<file path="src/rtl/dcache_pkg.sv">
// Shared state encoding and line layout for the direct-mapped write-through data cache.
// Cache geometry is set here so the line struct width follows LINES automatically.
package dcache_pkg;
    localparam int LINES = 16;
    localparam int IDX_W = $clog2(LINES);
    localparam int TAG_W = 30 - IDX_W;

    typedef enum logic [1:0] {
        IDLE,
        RD_MISS,
        WR_THRU
    } state_t;

    typedef struct packed {
        logic             valid;
        logic [TAG_W-1:0] tag;
        logic [31:0]      data;
    } line_t;
endpackage

</file>
<file path="src/rtl/dcache_array.sv">
// Line storage for dcache_wt: combinational read port, one synchronous write port.
// Only the valid bits are reset; tag and data contents are meaningless until filled.
module dcache_array
    import dcache_pkg::*;
(
    input  logic             Clk,
    input  logic             Rst,
    input  logic [IDX_W-1:0] rd_idx,
    output line_t            rd_line,
    input  logic             wr_en,
    input  logic [IDX_W-1:0] wr_idx,
    input  line_t            wr_line
);
    logic [LINES-1:0] valid_q;
    logic [TAG_W-1:0] tag_q  [LINES];
    logic [31:0]      data_q [LINES];

    always_ff @(posedge Clk or negedge Rst) begin
        if (!Rst) begin
            valid_q <= '0;
        end else if (wr_en) begin
            valid_q[wr_idx] <= wr_line.valid;
        end
    end

    always_ff @(posedge Clk) begin
        if (wr_en) begin
            tag_q[wr_idx]  <= wr_line.tag;
            data_q[wr_idx] <= wr_line.data;
        end
    end

    always_comb begin
        rd_line.valid = valid_q[rd_idx];
        rd_line.tag   = tag_q[rd_idx];
        rd_line.data  = data_q[rd_idx];
    end
endmodule

</file>
<file path="src/rtl/dcache_wt.sv">
// Direct-mapped, write-through, no-write-allocate data cache with a stalling
// request/ready memory interface and saturating hit/miss counters.
module dcache_wt
    import dcache_pkg::*;
#(
    parameter int CNT_W = 16
) (
    input  logic             Clk,
    input  logic             Rst,
    input  logic [31:0]      AddressM,
    input  logic             MemtoRegM,
    input  logic             MemWriteM,
    input  logic [31:0]      WriteDataM,
    output logic [31:0]      ReadDataM,
    output logic             StallMem,
    output logic             mem_read_req,
    output logic             mem_write_req,
    output logic [31:0]      mem_addr,
    output logic [31:0]      mem_wdata,
    input  logic [31:0]      mem_rdata,
    input  logic             mem_ready,
    output logic [CNT_W-1:0] hit_count,
    output logic [CNT_W-1:0] miss_count
);
    state_t           state;
    line_t            rd_line;
    line_t            wr_line;
    logic [IDX_W-1:0] req_idx;
    logic [IDX_W-1:0] wr_idx;
    logic [TAG_W-1:0] req_tag;
    logic             tag_match;
    logic             load_hit;
    logic             load_miss;
    logic             store;
    logic             fill;
    logic             wr_en;
    logic [31:0]      rdata_q;
    logic             addr_lsb_unused;

    assign addr_lsb_unused = ^AddressM[1:0];

    assign req_idx   = AddressM[IDX_W+1:2];
    assign req_tag   = AddressM[31:IDX_W+2];
    assign tag_match = rd_line.valid && (rd_line.tag == req_tag);
    // A simultaneous load and store request is resolved as a load.
    assign load_hit  = (state == IDLE) && MemtoRegM && tag_match;
    assign load_miss = (state == IDLE) && MemtoRegM && !tag_match;
    assign store     = (state == IDLE) && MemWriteM && !MemtoRegM;
    assign fill      = (state == RD_MISS) && mem_ready;
    assign wr_en     = fill || (store && tag_match);

    always_comb begin
        wr_idx       = req_idx;
        wr_line.valid = 1'b1;
        wr_line.tag  = req_tag;
        wr_line.data = WriteDataM;
        if (fill) begin
            wr_idx       = mem_addr[IDX_W+1:2];
            wr_line.tag  = mem_addr[31:IDX_W+2];
            wr_line.data = mem_rdata;
        end
    end

    dcache_array u_array (
        .Clk     (Clk),
        .Rst     (Rst),
        .rd_idx  (req_idx),
        .rd_line (rd_line),
        .wr_en   (wr_en),
        .wr_idx  (wr_idx),
        .wr_line (wr_line)
    );

    // Hits and the fill cycle bypass straight to the pipeline; otherwise the last load is held.
    always_comb begin
        StallMem  = 1'b0;
        ReadDataM = rdata_q;
        case (state)
            IDLE: begin
                StallMem = load_miss || store;
                if (load_hit) ReadDataM = rd_line.data;
            end
            RD_MISS: begin
                StallMem = !mem_ready;
                if (mem_ready) ReadDataM = mem_rdata;
            end
            WR_THRU: StallMem = !mem_ready;
            default: StallMem = 1'b0;
        endcase
    end

    always_ff @(posedge Clk or negedge Rst) begin
        if (!Rst) begin
            state         <= IDLE;
            mem_read_req  <= 1'b0;
            mem_write_req <= 1'b0;
            mem_addr      <= '0;
            mem_wdata     <= '0;
            rdata_q       <= '0;
            hit_count     <= '0;
            miss_count    <= '0;
        end else begin
            case (state)
                IDLE: begin
                    if (load_hit) begin
                        rdata_q <= rd_line.data;
                        if (hit_count != '1) hit_count <= hit_count + CNT_W'(1);
                    end else if (load_miss) begin
                        mem_addr     <= {AddressM[31:2], 2'b00};
                        mem_read_req <= 1'b1;
                        state        <= RD_MISS;
                        if (miss_count != '1) miss_count <= miss_count + CNT_W'(1);
                    end else if (store) begin
                        mem_addr      <= {AddressM[31:2], 2'b00};
                        mem_wdata     <= WriteDataM;
                        mem_write_req <= 1'b1;
                        state         <= WR_THRU;
                    end
                end
                RD_MISS: begin
                    if (mem_ready) begin
                        rdata_q      <= mem_rdata;
                        mem_read_req <= 1'b0;
                        state        <= IDLE;
                    end
                end
                WR_THRU: begin
                    if (mem_ready) begin
                        mem_write_req <= 1'b0;
                        state         <= IDLE;
                    end
                end
                default: state <= IDLE;
            endcase
        end
    end
endmodule

</file>
<file path="config.mk">
export PLATFORM = sky130hd
export DESIGN_NAME = dcache_wt
export DESIGN_NICKNAME = d
export VERILOG_FILES = /design/src/rtl/dcache_pkg.sv /design/src/rtl/dcache_array.sv /design/src/rtl/dcache_wt.sv
export SDC_FILE = /design/constraint.sdc
export NUM_CORES = 1
export LEC_CHECK = 0
export CAP_MARGIN = 15
export CORE_ASPECT_RATIO = 0.8
export CORE_MARGIN = 2
export CORE_UTILIZATION = 30
export DETAILED_ROUTE_END_ITERATION = 12
export DONT_BUFFER_PORTS = 1
export SLEW_MARGIN = 20
export SYNTH_ARGS = -nofsm -noshare
export SYNTH_HDL_FRONTEND = slang
export SYNTH_HIERARCHICAL = 1
export SYNTH_SLANG_ARGS = --single-unit
export TNS_END_PERCENT = 30
</file>
<file path="constraint.sdc">
create_clock -name Clk -period 7.2 [get_ports Clk]
set_clock_uncertainty 0.05 [all_clocks]
set_input_delay 1.44 -clock Clk [delete_from_list [all_inputs] [get_ports Clk]]
set_output_delay 1.44 -clock Clk [all_outputs]
set_load 0.03 [all_outputs]
</file>
## After elaboration in Yosys (flattened, before gate mapping)

Memories as Yosys holds them, arrays and structs flattened.
Cells that the tools add are included.

- Output and inout bits: 131
- ROM bits: 0
- Flip-flop bits (word level): 148
- Memories kept: 2
- Latch bits: 0
- Bits in writable memories: 928
- Logic and storage cells: 85
- Input port bits: 101

- Shifts and indexed selects: 0
- Add/subtract/negate cells: 2
- Reduce and logical (&&, ||, !) cells: 26
- Magnitude comparators: 3
- Divide/modulo/power cells: 0
- Equal/unequal tests: 13
- Muxes and demuxes: 27
- Bitwise operators: 3
- $mul: 0

Memory list:

| name | words | bits a word | read ports | clocked after memory_dff | write ports | RTL line | source |
|---|---|---|---|---|---|---|---|
| u_array.data_q | 16 | 32 | 1 | 0 | 1 | dcache_array.sv:16 | `logic [31:0] data_q [LINES];` |
| u_array.tag_q | 16 | 26 | 1 | 0 | 1 | dcache_array.sv:15 | `logic [TAG_W-1:0] tag_q [LINES];` |

Operators by type and width:

| cell | count |
|---|---|
| 32-bit 2-to-1 mux | 4 |
| 32-bit one-hot mux with 2 select lines | 1 |
| 58-bit 2-to-1 mux | 1 |
| 16-bit by 1-bit adder with 16-bit output (second input constant) | 2 |
| 16-bit != test (second input constant) | 2 |
| 26-bit equality test | 1 |
| 16-bit OR | 1 |
| 2-bit != test (second input constant) | 6 |
| 4-bit AND reduction | 3 |
| 4-bit by 5-bit < comparator with 1-bit output (second input constant) | 2 |
| 1-bit 2-to-1 mux | 10 |
| 1-bit logical AND | 9 |
| 3-bit AND reduction | 3 |
| 2-bit 2-to-1 mux | 4 |
| 1-bit one-hot mux with 2 select lines | 3 |
| 2-bit nonzero test | 3 |
| 5-bit AND reduction | 1 |
| 1-bit binary-select mux with 4-bit select | 1 |
| 1-bit demux with 4-bit select | 1 |
| 4-bit by 1-bit >= comparator with 1-bit output (second input constant) | 1 |
| 4-bit 2-to-1 mux | 1 |
| 2-bit one-hot mux with 2 select lines | 1 |
| 1-bit logical NOT | 3 |
| 3-bit != test (second input constant) | 1 |
| 7 further kinds | 9 |

## Depth between registers and ports, before layout

Gate-level depths: netlist (run 1).

- Depth after elaboration: 8
- Gate-level depth with buffers: 14
- Mapped depth without buffers: 11

## Modules after synthesis

Netlist (run 1), hierarchy kept.

Modules (own cells, without submodules):

| module | seq. area each (um^2) | instances | cells each | area each (um^2) |
|---|---|---|---|---|
| dcache_array | 28267.1 | 1 | 1480 | 35378.9 |
| dcache_wt | 3253.1 | 1 | 598 | 7295.7 |

## Least setup slack after synthesis (run 1)

No wires, ideal clock.

- Path kind: input port to flip-flop
- Start point: in AddressM[2]
- End point: reg u_array.valid_q[0]
- Arrival: 8.988 ns
- Setup time: 0.085 ns
- Data required time: 7.065 ns
- Slack: -1.923 ns
- Buffers on the path: 2
- Stages on the path: 13
- Path through: buf_2 > buf_2 > mux4_2 > a22oi_1 > nand2_1 > xnor2_1 > nand4_1 > nor4_4 > nand2_1 > o21ai_0 > or3b_2 > nor3_1 > mux2_2

RTL lines:

| item | RTL line | source |
|---|---|---|
| start, declared | dcache_wt.sv:10 | `input logic [31:0] AddressM,` |
| end signal, assigned by index | dcache_array.sv:22 | `valid_q[wr_idx] <= wr_line.valid;` |
| end, declared | dcache_array.sv:14 | `logic [LINES-1:0] valid_q;` |

==> results of run 1 <==
[worst reg2reg max path, delay by kind of cell (launching register included)]
kind | cells | cell delay, ns
compound gates | 2 | 0.50
xor+xnor | 1 | 0.40
buf+inv | 4 | 0.95
flops | 1 | 0.36
mux | 1 | 0.48
simple gates | 6 | 1.92
[state kept, by name, indices dropped and copies added (netlist names), 2 cells and up]
register and count:
state 2, u_array/data_q 512, u_array/tag_q 416, rdata_q 32
u_array/valid_q 16, miss_count 16, mem_wdata 32, hit_count 16
mem_addr 30
[power by group]
part           internal [W]  switching (W)  total [W]
clock               0.00329        0.00243    0.00572
combinational       0.00108        0.00177    0.00284
sequential          0.00759       0.000769    0.00836
total                0.0120        0.00496     0.0169
[per-stage QoR]
stage                     setup slack (ns)  TNS (ns)  hold slack (ns)  area, um^2
final                                0.325         0            0.411       49600
after global routing                 0.164         0            0.376       49600
after CTS                            0.686         0            0.353       49600
after detailed placement             0.685         0            0.443       45900
after global placement               0.741         0            0.434       45900
after floorplan                     -0.219    -22.05            0.425       42700
[worst max path at each step]
stage / cells after the start / end / start
floorplan: 13 / u_array/valid_q[1] / AddressM[2]
detailed placement: 11 / ReadDataM[31] / AddressM[2]
global placement: 11 / ReadDataM[22] / AddressM[2]
CTS: 11 / ReadDataM[31] / AddressM[2]
global route: 11 / ReadDataM[4] / AddressM[2]
finish: 11 / ReadDataM[4] / AddressM[2]
[cell usage in the layout (no fill, tap or decap), types with 33 or more instances in the layout]
cell type / n
mux2i_1: 33
mux4_2: 236
clkbuf_16: 111
buf_12: 34
edfxtp_1: 928
dfrtp_1: 146
nand2_1: 74
buf_4: 72
xnor2_1: 38
a22oi_1: 150
mux2_2: 144
[logic make-up (layout without fill, tap and decap cells)]
kind of cell / count (synthesis) / count (layout)
adder cells (fa/ha/maj): 6 / 6
flip-flops: 1074 / 1074
multiplexers: 443 / 443
XOR/XNOR: 54 / 54
AND/OR/NAND/NOR: 175 / 175
buffers and inverters: 124 / 320
AO/OA/AOI/OAI: 200 / 200
other: 2 / 11
[routing by layer]
layer / track usage, % / vias to the layer above / share of wire [%]
met5: 0 / - / 0
met1: 17.7 / 11200 / 39
met4: 4.58 / 0 / 2.7
met2: 25.5 / 697 / 52
met3: 2.66 / 163 / 6.1
li1: - / 8787 / -
[area by class of cell]
cell class,instances,area share [%]
Antenna cell,2,0.0101
Tap cell,1875,4.73
Clock buffer,150,6.04
Sequential cell,1074,63.6
Timing Repair Buffer,106,2.46
Inverter,7,0.0530
Multi-Input combinational cell,887,21.7
Clock inverter,57,1.37
==> results by group, run 1 <==
Clock tree
  • TritonCTS clock tree: yes
  • Postcts setup bufs: 0
  • # resized after CTS: 0
  • H-tree levels: 3
  • CTS root buf: clkbuf_16
  • Clk Latency, worst-skew pair: 0.73 ns
  • Sink Count: 1074
  • Clock buffer count from CTS: 109
  • Clock Pin Slew Worst Setup and Hold Paths: 0.06 ns
  • Clk buf depth: 3
  • Hold_buf cts: 0

Yosys
  • Number of synthesized flops with an enable pin: 928
  • Mux cell area share after synthesis: 18.1%
  • Synth Warn #: 6
  • Synth Instances: 2078
  • Yosys reg bits: 1074
  • Largest family of logic cells by synthesized area: multiplexers
  • Simple-Gate Fraction of Synth Area: 2.10%
  • Post-synth top cells: edfxtp_1, mux4_2, a22oi_1, dfrtp_1, mux2_2
  • Ys async rst share: 13.6%
  • Mean Syn Cell Area: 20.5 um^2
  • Top-count cell post-synth: edfxtp_1
  • XOR/XNOR Fraction of Synth Area: 1.11%
  • Synth top area share: 65.3%
  • Netlist Area Pre-Place: 42700 um^2
  • Top_reg_cell synth: edfxtp_1
  • Synth cell types: 50
  • Synth area leader: edfxtp_1
  • Post-Synth Adder-Cell Area: 0.176%
  • Ranking of synthesized cells by area: edfxtp_1, mux4_2, dfrtp_1, mux2_2, a22oi_1
  • Post-synthesis compound-gate area fraction: 3.28%
  • Fraction of the yosys area taken by sequential cells: 73.9%

GRT
  • First-pass GRT wire length: 154 mm
  • Gr ovfl total: 0
  • Initial antenna violation count: 2
  • Largest net degree at the start of global routing: 239
  • Vias in the first global route: 22200
  • GR Util All Layers: 14.4%

Timing
  • RSZ-0062 raised after global routing: no
  • Actual slew at the worst max-slew pin: 0.988 ns
  • Setup violations, final: 0
  • Final period utilization: 95.5%
  • Final Hold Viols: 0
  • Highest clock rate: 145 MHz
  • Pins over their slew limit: 0
  • Relative slew slack: 34.1%
  • Final min period: 6.87 ns

Routing
  • Vias per cell: 5.02
  • Via count: 20900
  • Drt first pass iters: 6
  • Per-cell routed wire length: 25.6 um
  • DRT Wirelength: 106 mm
  • Final antenna-violating net count: 0
  • Drt drc: 0
  • 1st-iter DRT viols: 1827

Placed design
  • Inst Count DP: 3949
  • GP Congestion: 0.762
  • DPL Wire Length: 60.2 mm
  • IO Port Bufs: 0

Final layout
  • Share of cells above drive strength 1: 31.3%
  • Util after Layout: 35.2%
  • Post-Layout Cell Count: 4158
  • Nets: 2292
  • Area delta synth->final: 16.2%
  • Fill cell count: 13000
  • Multi-input logic area: 10800 um^2
  • Sequential cell area: 31500 um^2

Worst setup path
  • Critical Path Slowest Stage Cell: mux4_2
  • WS Path Type: input pin to output pin
  • Crit-path max cell delay: 0.74 ns
  • WP buf/inv: 2
  • Largest delay contributor family on the critical path: simple AND/OR/NAND/NOR gates
  • R2R Setup Slk: 2.18 ns
  • FF-to-FF path depth: 14
  • R2R Path Start: u_array/tag_q[11][22]
  • CP Data Arrival Time: 5.38 ns
  • CP startpoint kind: input pin
  • Maximum fanout along the worst path: 238
  • Worst reg2reg path endpoint: u_array/data_q[0][13]
  • Worst setup EP type: output pin
  • Worst EP required: 5.71 ns
  • Crit-path cells: mux4_2 -> a22oi_1 -> nand2_1 -> xnor2_1 -> nand4_1 -> nor4_4 -> nand3_2 -> buf_12 -> mux2i_1 -> o21ai_0 -> buf_4

Power and ir drop
  • Max VDD drop: 215 uV
  • Pleak: 16.4 nW
  • Power, Total: 0.0169 W
  • Power per cell area: 341 nW/um^2

Floorplan
  • Die ar.: 145000 um^2
  • # IOs: 232
  • Rows: 123
  • Core Footprint: 141000 um^2
  • Die Span Y: 341 um
  • Starting Density: 30.3%
  • Die width: 426 um

Hold path
  • Hold Path Class: input pin to async pin

Status
  • Status: completed

Run
  • Max cap viols: 0
Power figures use the tool's default switching activity.
==> run 2, diff against run 1 <==
--- a/config.mk
+++ b/config.mk
@@ -11,7 +11,6 @@
 export CORE_UTILIZATION = 30
 export DETAILED_ROUTE_END_ITERATION = 12
 export DONT_BUFFER_PORTS = 1
-export SLEW_MARGIN = 20
 export SYNTH_ARGS = -nofsm -noshare
 export SYNTH_HDL_FRONTEND = slang
 export SYNTH_HIERARCHICAL = 1
==> results of run 2 <==
Final layout, timing and power as in run 1 (identical DEF).
